[src/rtl/armleocpu_ptw.sv]
// Sv32 page-table walker: resolves a 20-bit VPN into a 22-bit PPN plus the
// leaf PTE access bits. It reads at most two PTEs over an Avalon-MM style
// read-only master port.
//
// Handshake: m_read is the request valid and stays high with m_address stable
// until a cycle where m_waitrequest is low (ready); that cycle transfers the
// request. Read data arrives later as a single beat qualified by
// m_readdatavalid, and the beat is honoured only while the walker is in WAIT.
module armleocpu_ptw (
  input  logic        clk,
  input  logic        rst_n,
  input  logic        resolve_request,
  input  logic [19:0] virtual_address,
  input  logic [21:0] satp_ppn,
  output logic        resolve_busy,
  output logic        resolve_done,
  output logic        resolve_pagefault,
  output logic        resolve_accessfault,
  output logic [21:0] resolve_physical_address,
  output logic [7:0]  resolve_access_bits,
  output logic [33:0] m_address,
  output logic [3:0]  m_burstcount,
  input  logic        m_waitrequest,
  output logic        m_read,
  input  logic [31:0] m_readdata,
  input  logic        m_readdatavalid,
  output logic        m_write,
  output logic [31:0] m_writedata,
  output logic [3:0]  m_byteenable
);

  typedef enum logic [1:0] {S_IDLE, S_READ, S_WAIT} state_t;

  state_t      state, state_nxt;
  logic        level, level_nxt;     // 1 = root table, 0 = leaf table
  logic [19:0] vpn;
  logic        load_vpn;
  logic [33:0] m_address_nxt;
  logic        done_nxt, pf_nxt, af_nxt;
  logic [21:0] phys_nxt;
  logic [7:0]  acc_nxt;
  logic [33:0] root_addr, leaf_addr;
  logic        pte_v, pte_r, pte_w, pte_x;

  // The walker never writes, so the write side is tied off.
  assign m_burstcount = 4'd1;
  assign m_write      = 1'b0;
  assign m_writedata  = 32'd0;
  assign m_byteenable = 4'hF;

  assign root_addr = {satp_ppn, virtual_address[19:10], 2'b00};
  assign leaf_addr = {m_readdata[31:10], vpn[9:0], 2'b00};
  assign pte_v     = m_readdata[0];
  assign pte_r     = m_readdata[1];
  assign pte_w     = m_readdata[2];
  assign pte_x     = m_readdata[3];

  // State and datapath registers; results only move on a successful walk.
  always_ff @(posedge clk) begin
    if (!rst_n) begin
      state                    <= S_IDLE;
      level                    <= 1'b1;
      vpn                      <= '0;
      m_address                <= '0;
      resolve_done             <= 1'b0;
      resolve_pagefault        <= 1'b0;
      resolve_accessfault      <= 1'b0;
      resolve_physical_address <= '0;
      resolve_access_bits      <= '0;
    end else begin
      state                    <= state_nxt;
      level                    <= level_nxt;
      m_address                <= m_address_nxt;
      resolve_done             <= done_nxt;
      resolve_pagefault        <= pf_nxt;
      resolve_accessfault      <= af_nxt;
      resolve_physical_address <= phys_nxt;
      resolve_access_bits      <= acc_nxt;
      if (load_vpn) vpn <= virtual_address;
    end
  end

  // Next-state and walk decisions: accept, address check, PTE evaluation.
  always_comb begin
    state_nxt     = state;
    level_nxt     = level;
    m_address_nxt = m_address;
    load_vpn      = 1'b0;
    done_nxt      = 1'b0;
    pf_nxt        = 1'b0;
    af_nxt        = 1'b0;
    phys_nxt      = resolve_physical_address;
    acc_nxt       = resolve_access_bits;
    case (state)
      S_IDLE: begin
        // The completion cycle itself is idle but must not accept a request.
        if (resolve_request && !resolve_done) begin
          load_vpn      = 1'b1;
          level_nxt     = 1'b1;
          m_address_nxt = root_addr;
          if (root_addr[33:32] != 2'b00) begin
            done_nxt = 1'b1;
            af_nxt   = 1'b1;
          end else begin
            state_nxt = S_READ;
          end
        end
      end
      S_READ: begin
        if (!m_waitrequest) state_nxt = S_WAIT;
      end
      S_WAIT: begin
        if (m_readdatavalid) begin
          state_nxt = S_IDLE;
          if (!pte_v || (!pte_r && pte_w)) begin
            done_nxt = 1'b1;
            pf_nxt   = 1'b1;
          end else if (pte_r || pte_x) begin
            done_nxt = 1'b1;
            if (level && (m_readdata[19:10] != 10'd0)) begin
              // Superpage leaf whose low PPN bits are not zero is misaligned.
              pf_nxt = 1'b1;
            end else begin
              phys_nxt = level ? {m_readdata[31:20], vpn[9:0]} : m_readdata[31:10];
              acc_nxt  = m_readdata[7:0];
            end
          end else if (level) begin
            level_nxt     = 1'b0;
            m_address_nxt = leaf_addr;
            if (leaf_addr[33:32] != 2'b00) begin
              done_nxt = 1'b1;
              af_nxt   = 1'b1;
            end else begin
              state_nxt = S_READ;
            end
          end else begin
            done_nxt = 1'b1;
            pf_nxt   = 1'b1;
          end
        end
      end
      default: state_nxt = S_IDLE;
    endcase
  end

  // State-decoded outputs.
  always_comb begin
    resolve_busy = (state != S_IDLE);
    m_read       = (state == S_READ);
  end

endmodule

[config.mk]
export PLATFORM = sky130hd
export DESIGN_NAME = armleocpu_ptw
export DESIGN_NICKNAME = d
export VERILOG_FILES = /design/src/rtl/armleocpu_ptw.sv
export SDC_FILE = /design/constraint.sdc
export NUM_CORES = 1
export LEC_CHECK = 0
export CORE_UTILIZATION = 37
export CTS_BUF_LIST = sky130_fd_sc_hd__clkbuf_8
export CTS_CLUSTER_DIAMETER = 150
export CTS_CLUSTER_SIZE = 16
export DETAILED_ROUTE_END_ITERATION = 10
export PLACE_DENSITY = 0.76
export SYNTH_ARGS = -nofsm -noshare
export SYNTH_HDL_FRONTEND = slang
export SYNTH_SLANG_ARGS = --single-unit
[constraint.sdc]
create_clock -name clk -period 2.2 [get_ports clk]
set_input_delay 0.33 -clock clk [delete_from_list [all_inputs] [get_ports clk]]
set_output_delay 0.33 -clock clk [all_outputs]
set_load 0.01 [all_outputs]
[After elaboration in Yosys (flattened, before gate mapping)]
Cells that the tools add are included.
W data, S select, Z words.
Storage, ports and cells
  bits of input ports: 79
  word-level logic and storage cells: 79
  output and inout port bits: 110
  register bits: 80
Cells by class
  bitwise operators: 2
  equality and inequality tests: 9
  reductions and logical operators: 19
  multiplexer cells: 40
Operators by type and width (count)
  $mux W34: 5
  $pmux W34 S2: 1
  $mux W1: 25
  $ne A2 B2 Y1 const B: 7
  $mux W10: 1
  $reduce_and A5 Y1: 2
  $reduce_bool A10 Y1: 1
  $mux W2: 4
  $reduce_bool A2 Y1: 4
  $pmux W1 S2: 3
  $pmux W2 S3: 1
  $reduce_and A6 Y1: 1
  $reduce_and A4 Y1: 1
  $logic_and A1 B1 Y1: 3
  $logic_not A1 Y1: 3
  $reduce_and A3 Y1: 1
  $eq A2 B1 Y1 const B: 1
  $eq A2 B2 Y1 const B: 1
  $logic_not A2 Y1: 1
  $logic_or A1 B1 Y1: 2
  $not A1 Y1: 2

[Longest topological paths before layout]
  depth in word-level cells: 7
  depth in mapped cells: 8
  mapped depth without buffers: 4

[Worst setup path before layout]
No wires, ideal clock.
  path type: input-to-reg
  start: input port m_readdata[15]
  end: register resolve_access_bits[4]
  path slack: 261 ps
  library setup time: 72 ps
  buffers on the path: 1
  arrival: 1868 ps
  stages on the path: 5
  data required time: 2128 ps
  cell sequence: or4_1 o41ai_4 and2_1 buf_4 mux2i_1
Between the ends
  cells in the longest elaborated chain, start to end: 4
RTL lines
  from (decl): line 25  | input logic [31:0] m_readdata,
  $reduce_bool A10 Y1: line 120  | if (level && (m_readdata[19:10] != 10'd0)) begin
  $logic_and A1 B1 Y1: line 120
  $not A1 Y1 (no source line)
  $reduce_and A5 Y1 (no source line)
  to (signal assigned): line 78  | resolve_access_bits <= acc_nxt;
  to (decl): line 20  | output logic [7:0] resolve_access_bits,
No other way between the ends.
A chain may end at the register's enable or synchronous reset.

[Worst setup path after layout]
  start: input port m_readdata[15]
  end: register resolve_physical_address[3]
Between the ends
  cells in the longest elaborated chain, start to end: 4
RTL lines
  $reduce_bool A10 Y1: line 120
  $logic_and A1 B1 Y1: line 120
  $not A1 Y1 (no source line)
  $reduce_and A5 Y1 (no source line)
  to (signal assigned): line 77  | resolve_physical_address <= phys_nxt;
  to (decl): line 19  | output logic [21:0] resolve_physical_address,
No other way between the ends.

==> results_dict.tcl <==
set metrics [dict create \
    clock_latency_ps 350 \
    slowest_delay_ps 600 \
    synth.most_common_cell "nand2_1" \
    cts_tree "built" \
    hold_buffers 0 \
    synth_area_um2 3830 \
    die_h_um 104 \
    cts_sinks 78 \
    post-cts-setup-buffers 0 \
    synth_cell_types 34 \
    outcome "finished, final reports clean" \
    tns_ps 0 \
    yosysTopAreaCell "dfxtp_1" \
    combPwrFrac_pct 18.7 \
    drv_cap 0 \
    vdd_drop_max_v 0.000354 \
    crit_fanout 26 \
    grt_max_degree 54 \
    antenna_found_initial 0 \
    p_seq_share_pct 44.5 \
    pwr-share-clk_pct 36.7 \
    required_ps 2440 \
    slowest_stage "or4_1" \
    clock_path_buffers 2 \
    drc 0 \
    timing.final.crit_share_pct 94.0 \
    synthTopCellsByArea "dfxtp_1 (41%), nand2_1 (11%), o211a_1 (11%), buf_4 (8.8%), nand4_1 (7.8%)" \
    dp_hpwl_mm 8.26 \
    nFillCells 898 \
    hp-class "reg2reg" \
    syn_area_per_cell_um2 8.42 \
    rsz0062_at_grt "no" \
    clk_pin_slew_worst_paths_ps 80 \
    drive_gt1_share_pct 8.05 \
    reg2reg_slack_ps 440 \
    whs_ps 460 \
    first_global_vias 3624 \
    coreArea_um2 9910 \
    regArea_um2 1560 \
    p_switching_mw 0.877 \
    num-nets-final 670 \
    dr.pass1.iters 4 \
    total_power_mw 3.48 \
    wl_per_cell_um 15.5 \
    synth_top_area_share_pct 40.8 \
    cp-end-kind "flop" \
    synth_warnings 0 \
    finish.instance_area_um2 5540 \
    power_leakage_nw 2.60 \
    synthCells 455 \
    post_cts_resized 0 \
    timing.fmax_mhz 483 \
    antenna_left 0 \
    synth_sequential_area_ratio_pct 40.8 \
    die_area_um2 10800 \
    multi_input_area_um2 1910 \
    post-place-ws_ps -229 \
    rows 36 \
    ys_ff_latch 78 \
    area_delta_synth_final_pct 44.7 \
    final_hold_viol_count 0 \
    min_period_ps 2070 \
    async_flop_share_pct 0 \
    numCtsBuffers 9 \
    p_sw_share_pct 25.2 \
    grt_pass1_wl_mm 18.5 \
    cts_max_level 3 \
    crit_type "in2reg" \
    vias 3707 \
    fin_ws_ps 131 \
    wl_mm 11.3 \
    finalSetupViolations 0 \
    finClkSkew_ps 15.7 \
    worst_pin_slew_ps 502 \
    max-slew-margin-rel_pct 66.5 \
    dpl-instance-area_um2 5300 \
    critPathArrivalTime_ps 2310 \
    yosys-top-cells-count "nand2_1 (113), dfxtp_1 (78), nand4_1 (48)" \
    cp_top_family "buffers and inverters" \
    synth_edf_count 0 \
    gp_congestion 0.844 \
    pwr_density_cell_nw_per_um2 628 \
    num_antenna_cells 0 \
    drv_slew 0 \
    worstSetupStartpointType "primary input" \
    p_int_mw 2.60 \
    port_buffers 143 \
    cts-root-buf "clkbuf_8" \
    drt_iter0_markers 149 \
    crit_chain "clkdlybuf4s50_1 > or4_1 > o41ai_4 > buf_4 > nand3_1 > o211a_1" \
    synth_ff_type "dfxtp_1" \
    worst-path-buf-inv 2 \
    initial_core_util_pct 38.6 \
    avgViaCountPerCell 5.09 \
    overflow 0 \
    die_w_um 104 \
    pin_count 189 \
    grt_usage_pct 21.5 \
]
cell usage in the layout, fill, tap and decap left out, types with 3 or more instances in the layout:
master           netlist  final
clkdlybuf4s50_1        0    142
nand2_1              113    113
dfxtp_1               78     78
nand4_1               48     48
conb_1                 2     43
o211a_1               42     42
buf_4                 45     26
o21ai_0               15     15
mux2i_1               14     14
a21boi_0              11     11
nand3_1               11     11
clkbuf_8               0      9
nor2_1                 4      4
nor2b_1                4      3
nand2b_1               3      3
inv_1                  1      3
bufinv_16              0      3
per-stage QoR:
stage | cells | utilization, %
final | 729 | 55.9
after global routing | 729 | 55.9
after CTS | 729 | 55.9
after detailed placement | 713 | 53.5
after global placement | 713 | 53.5
after floorplan | 496 | -
sequential cells by signal, indices dropped and copies added, names as in the netlist:
name                      flops
m_address                    32
resolve_physical_address     22
vpn                          10
resolve_access_bits           8
state                         2
level                         1
resolve_accessfault           1
resolve_done                  1
resolve_pagefault             1
power by group through the flow:
stage | clock, mW | combinational (mW) | sequential, mW
after floorplan | 0 | 0.315 | 1.60
after global routing | 1.37 | 0.708 | 1.56
after detailed placement | 0 | 0.651 | 1.58
final | 1.28 | 0.652 | 1.55
after CTS | 1.31 | 0.655 | 1.55
after global placement | 0 | 0.643 | 1.58
layout make-up:
class | count | area share, %
Multi-Input combinational cell | 331 | 34.6
Timing Repair Buffer | 170 | 29.9
Sequential cell | 78 | 28.2
Tap cell | 133 | 3.00
Clock buffer | 9 | 2.24
Clock inverter | 7 | 2.06
Inverter | 1 | 0.0678
worst paths after layout:
| kind | startpoint | endpoint | depth (start not counted) |
|---|---|---|---|
| min reg2reg | resolve_physical_address[13] | resolve_physical_address[13] | 2 |
| min | resolve_physical_address[13] | resolve_physical_address[13] | 2 |
| max reg2reg | state[1] | vpn[0] | 4 |
| max | m_readdata[15] | resolve_physical_address[3] | 6 |
logic make-up (layout without fill, tap and decap cells):
kind of cell / Yosys count / in the layout / share of synthesized area (%)
compound gates: 80 / 80 / 18.1
buf+inv: 87 / 187 / 13.3
flops: 78 / 78 / 40.8
mux: 14 / 14 / 3.66
other cells: 2 / 43 / 0.196
simple gates: 194 / 194 / 23.9
per-layer routing:
layer	global-route usage, %	vias up	part of all wire (%)
li1	-	1782	-
met1	26.6	1727	42
met2	36.5	182	48
met3	5.35	16	7.8
met4	7.14	0	1.6
met5	0	-	0
worst min-delay path, stage by stage (launching register included):
cell and delay [ps]:
dfxtp_1 310, nand2_1 50, o21ai_0 60
Note: power is estimated with default switching activity, not from simulation.
